**config.mk**
```make
export PLATFORM = sky130hd
export DESIGN_NAME = mux8_rr_arbiter
export DESIGN_NICKNAME = d
export VERILOG_FILES = /design/src/rtl/mux8_rr_arbiter_pkg.sv /design/src/rtl/mux8.sv /design/src/rtl/mux8_rr_arbiter_pick8.sv /design/src/rtl/mux8_rr_arbiter.sv
export SDC_FILE = /design/constraint.sdc
export NUM_CORES = 1
export LEC_CHECK = 0
export ABC_CLOCK_PERIOD_IN_PS = 3500
export CAP_MARGIN = 15
export CORE_MARGIN = 4
export CORE_UTILIZATION = 40
export CTS_CLUSTER_SIZE = 12
export DETAILED_ROUTE_END_ITERATION = 8
export PLACE_DENSITY = 0.67
export SYNTH_ARGS = -nofsm -noshare
export SYNTH_HDL_FRONTEND = slang
export SYNTH_SLANG_ARGS = --single-unit
```
**constraint.sdc**
```tcl
create_clock -name clk -period 3.5 [get_ports clk]
set_input_delay 0.7 -clock clk [delete_from_list [all_inputs] [get_ports clk]]
set_output_delay 0.7 -clock clk [all_outputs]
set_load 0.1 [all_outputs]
```
**src/rtl/mux8_rr_arbiter_pkg.sv**
```systemverilog
// Shared constants, state encoding and the burst counter width rule for the
// eight-way round-robin channel arbiter.
package mux8_rr_arbiter_pkg;

    localparam int N_REQ = 8;
    localparam int SEL_W = 3;

    typedef enum logic {
        IDLE  = 1'b0,
        GRANT = 1'b1
    } state_t;

    // Beat counter width: enough bits to count 0..burst_max-1, never zero bits.
    function automatic int cnt_width(input int burst_max);
        int w;
        w = $clog2(burst_max);
        return (w < 1) ? 1 : w;
    endfunction

endpackage

```
**src/rtl/mux8.sv**
```systemverilog
// Plain 8:1 single-bit multiplexer driven by a binary select.
module mux8
    import mux8_rr_arbiter_pkg::*;
(
    input  logic [N_REQ-1:0] d,
    input  logic [SEL_W-1:0] s,
    output logic             y
);

    assign y = d[s];

endmodule

```
**src/rtl/mux8_rr_arbiter_pick8.sv**
```systemverilog
// Combinational round-robin picker: first set request scanning from ptr
// upward with wrap 7 -> 0.
module rr_pick8
    import mux8_rr_arbiter_pkg::*;
(
    input  logic [N_REQ-1:0] req,
    input  logic [SEL_W-1:0] ptr,
    output logic             found,
    output logic [SEL_W-1:0] idx,
    output logic [N_REQ-1:0] onehot
);

    logic [N_REQ-1:0] rot;
    logic [SEL_W-1:0] offset;

    // Rotate requests so that position 0 is the current highest priority.
    generate
        for (genvar gi = 0; gi < N_REQ; gi++) begin : g_rot
            assign rot[gi] = req[ptr + SEL_W'(gi)];
        end
    endgenerate

    // Lowest set bit of the rotated vector is the winner's distance from ptr.
    always_comb begin
        offset = '0;
        for (int k = N_REQ - 1; k >= 0; k--) begin
            if (rot[k]) offset = SEL_W'(k);
        end
    end

    assign found  = |req;
    assign idx    = ptr + offset;
    assign onehot = found ? (N_REQ'(1) << idx) : '0;

endmodule

```
**src/rtl/mux8_rr_arbiter.sv**
```systemverilog
// Round-robin burst arbiter owning the select lines of an 8:1 single-bit
// channel, with a valid/ready handshake towards the consumer.
module mux8_rr_arbiter
    import mux8_rr_arbiter_pkg::*;
#(
    parameter int BURST_MAX = 4
) (
    input  logic             clk,
    input  logic             rst_n,
    input  logic [N_REQ-1:0] req,
    input  logic [N_REQ-1:0] din,
    input  logic             out_ready,
    output logic [N_REQ-1:0] gnt,
    output logic [SEL_W-1:0] sel,
    output logic             out_valid,
    output logic             dout,
    output logic             busy
);

    localparam int CNT_W = cnt_width(BURST_MAX);
    localparam logic [CNT_W-1:0] CNT_LAST = CNT_W'(BURST_MAX - 1);

    state_t           state_reg;
    logic [N_REQ-1:0] gnt_reg;
    logic [SEL_W-1:0] sel_reg;
    logic [SEL_W-1:0] ptr_reg;
    logic [CNT_W-1:0] cnt_reg;

    logic             pick_found;
    logic [SEL_W-1:0] pick_idx;
    logic [N_REQ-1:0] pick_onehot;
    logic [SEL_W-1:0] pick_ptr;
    logic             mux_y;
    logic             xfer;
    logic             release_now;

    // While granted the picker only matters on release, where the releasing
    // requester must become lowest priority; while idle it uses the pointer.
    assign pick_ptr = (state_reg == GRANT) ? (sel_reg + 1'b1) : ptr_reg;

    rr_pick8 u_pick (
        .req    (req),
        .ptr    (pick_ptr),
        .found  (pick_found),
        .idx    (pick_idx),
        .onehot (pick_onehot)
    );

    mux8 u_mux (
        .d (din),
        .s (sel_reg),
        .y (mux_y)
    );

    assign busy        = (state_reg == GRANT);
    assign out_valid   = busy & req[sel_reg];
    assign dout        = mux_y & out_valid;
    assign xfer        = out_valid & out_ready;
    assign release_now = busy & (~req[sel_reg] | (xfer & (cnt_reg == CNT_LAST)));

    // Arbitration FSM: grant, burst counting, release and immediate re-arbitration.
    always_ff @(posedge clk or negedge rst_n) begin
        if (!rst_n) begin
            state_reg <= IDLE;
            gnt_reg   <= '0;
            sel_reg   <= '0;
            ptr_reg   <= '0;
            cnt_reg   <= '0;
        end else begin
            case (state_reg)
                IDLE: begin
                    if (pick_found) begin
                        state_reg <= GRANT;
                        gnt_reg   <= pick_onehot;
                        sel_reg   <= pick_idx;
                        cnt_reg   <= '0;
                    end
                end
                GRANT: begin
                    if (release_now) begin
                        ptr_reg <= sel_reg + 1'b1;
                        cnt_reg <= '0;
                        if (pick_found) begin
                            gnt_reg <= pick_onehot;
                            sel_reg <= pick_idx;
                        end else begin
                            gnt_reg   <= '0;
                            state_reg <= IDLE;
                        end
                    end else if (xfer) begin
                        cnt_reg <= cnt_reg + 1'b1;
                    end
                end
                default: state_reg <= IDLE;
            endcase
        end
    end

    assign gnt = gnt_reg;
    assign sel = sel_reg;

endmodule

```
==> results_dict.tcl <==
set metrics [dict create \
    critPathMaxStageDelay_ns 0.50 \
    row_count 22 \
    netlist.area_leader.share 0.266 \
    synth_nets 179 \
    worst_slew_pin_slew_ns 0.975 \
    finalMaxSlewViolations 0 \
    place_hpwl_um 3340 \
    die_area_um2 5080 \
    ys_ff_latch 17 \
    first_global_vias 1455 \
    drtAntennaViolNets 0 \
    syn_avg_cell_area_um2 10.3 \
    synth_top_family_by_area "multiplexers" \
    io-pin-count 33 \
    vias_per_cell 5.40 \
    drc 0 \
    synth_flop_cell "dfrtp_1" \
    worst_slack_ns 0.0507 \
    worst_setup_path_end_kind "flop" \
    hold_viol_final 0 \
    grt_max_degree 18 \
    synth-simple-area-share 0.146 \
    syn_area_um2 1600 \
    yosysWarnings 0 \
    outcome "finished, final reports clean" \
    place.gp.congestion 0.921 \
    drive_gt1_frac 0.468 \
    synth_xor_area_frac 0.0586 \
    numPortBuffers 32 \
    cts_made_buffers 3 \
    yosys.area.top_type "dfrtp_1" \
    clock_path_buffers 2 \
    crit_chain "ha_4, xnor2_4, a21o_4, a211oi_2, buf_4, o21a_1, nor2b_2, o41ai_4, a211o_1, fa_2, xor2_2, xnor2_2, nand2b_4, o21ai_1" \
    die_x_um 71.3 \
    synth_cell_types 45 \
    synth-compound-area-share 0.149 \
    final_util 0.654 \
    antenna_found_initial 0 \
    max_slew_margin 0.348 \
    grt_usage 0.162 \
    grt_first_pass_wirelength_um 6820 \
    ys_seq_area_frac 0.266 \
    start_kind "flop" \
    drv_cap 0 \
    initialDrtViolationCount 56 \
    largest_reg_flops 8 \
    min_period_ns 3.45 \
    syn_to_final_growth_pct 53.9 \
    via_count 1446 \
    ys_top_cells_by_area "dfrtp_1, mux2i_1, mux4_2, nand2_1, mux2_2" \
    wl_per_cell_um 15.7 \
    hp-class "reg -> reg" \
    worst_clock_skew_ns 0.00344 \
    required_ns 3.63 \
    fill_cells 281 \
    synthCells 156 \
    clock_latency_ns 0.25 \
    dpl_worst_slack_ns -0.318 \
    cts.sink_count 17 \
    core_area_um2 3770 \
    ctsRootBufferMaster "clkbuf_8" \
    fp.dieH_um 71.3 \
    num_antenna_cells 0 \
    worstPathArrival_ns 3.58 \
    start_util 0.425 \
    wl_um 4220 \
    first_pass_iters 4 \
    synthTopCellsByCount "mux2i_1, nand2_1, dfrtp_1" \
    synthArstFlopShare 1.00 \
    fin_crit_sh 0.986 \
    finalSetupViolCount 0 \
    htree_num_levels 1 \
    synth.area.mux_share 0.295 \
    reg2regPathDepth 14 \
    fmax_mhz 290 \
    critical_path.slowest_cell "dfrtp_4" \
    holdPathStages 2 \
    regArea_um2 438 \
    critPathMaxFanout 8 \
    synthAdderAreaFrac 0.0359 \
    synth-edff-count 0 \
    multi_input_area_um2 1280 \
    rsz0062_at_grt "true" \
    crit_type "reg -> reg" \
    grt-ovfl-total 0 \
    cts_tree "yes" \
    clk_pin_slew_ns 0.07 \
    layout.nets 244 \
]
-- per-layer routing --
metal	GRT usage	share of wire
met2	0.265	0.50
met4	0.0167	0.0057
met5	0	0
met3	0.0337	0.051
met1	0.229	0.44
-- critical path: cells and delay by family (launching register included) --
| family | cells | cell delay [ns] |
|---|---|---|
| xor+xnor | 3 | 0.54 |
| fa+ha+maj | 2 | 0.56 |
| flops | 1 | 0.50 |
| compound gates | 6 | 1.17 |
| buf+inv | 1 | 0.17 |
| simple gates | 2 | 0.39 |
-- per-stage QoR --
| stage | hold slack, ns | cell area (um^2) | TNS, ns | instances |
|---|---|---|---|---|
| final | 0.480 | 2460 | 0 | 268 |
| after global routing | 0.521 | 2460 | -0.717 | 268 |
| after CTS | 0.486 | 2320 | 0 | 263 |
| after detailed placement | 0.471 | 2260 | -2.68 | 259 |
| after global placement | 0.468 | 2260 | -1.89 | 259 |
| after floorplan | 0.404 | 1700 | -0.738 | 156 |
-- cell usage in the layout, fill, tap and decap left out, types with 4 or more instances in the layout --
master	n
nor2_1	4
buf_4	36
dfrtp_1	13
mux2_2	4
clkdlybuf4s50_1	24
o21ai_1	9
o21ai_2	5
nand2_1	17
mux2i_1	17
or2_2	4
xnor2_2	4
inv_1	6
mux4_2	8
-- area by class of cell --
class                           count  share of cell area
Multi-Input combinational cell    126               0.521
Sequential cell                    17               0.178
Tap cell                           48              0.0244
Clock buffer                        3              0.0168
Clock inverter                      1             0.00203
Inverter                            7              0.0117
Timing Repair Buffer               66               0.246
-- logic make-up after synthesis --
family                     after synthesis
buffers and inverters                   13
adders and majority gates                4
muxes                                   34
AOI/OAI and AO/OA                       35
and+or+nand+nor                         44
xor gates and xnor gates                 9
DFF                                     17
-- worst paths after layout --
| check | start | end | slack, ns |
|---|---|---|---|
| min reg2reg | gnt[0] | gnt[0] | 0.48 |
| min in group asynchronous | rst_n | cnt_reg[1] | 0.90 |
| max reg2reg | sel[1] | gnt[1] | 0.05 |
| max in group asynchronous | rst_n | busy | 2.03 |
| max | sel[1] | gnt[1] | 0.05 |
| min | gnt[0] | gnt[0] | 0.48 |
-- what timing repair did --
action / CTS / global route
setup buffers: 0 / 5
resized for setup: 3 / 29
pin swaps: 2 / 10
hold buffers: 0 / 0
endpoints found under the setup margin: 9 / 9
Power is left out: the tool's default activity adds up to more than one toggle a clock period on the data nets, which glitch-free logic cannot reach.
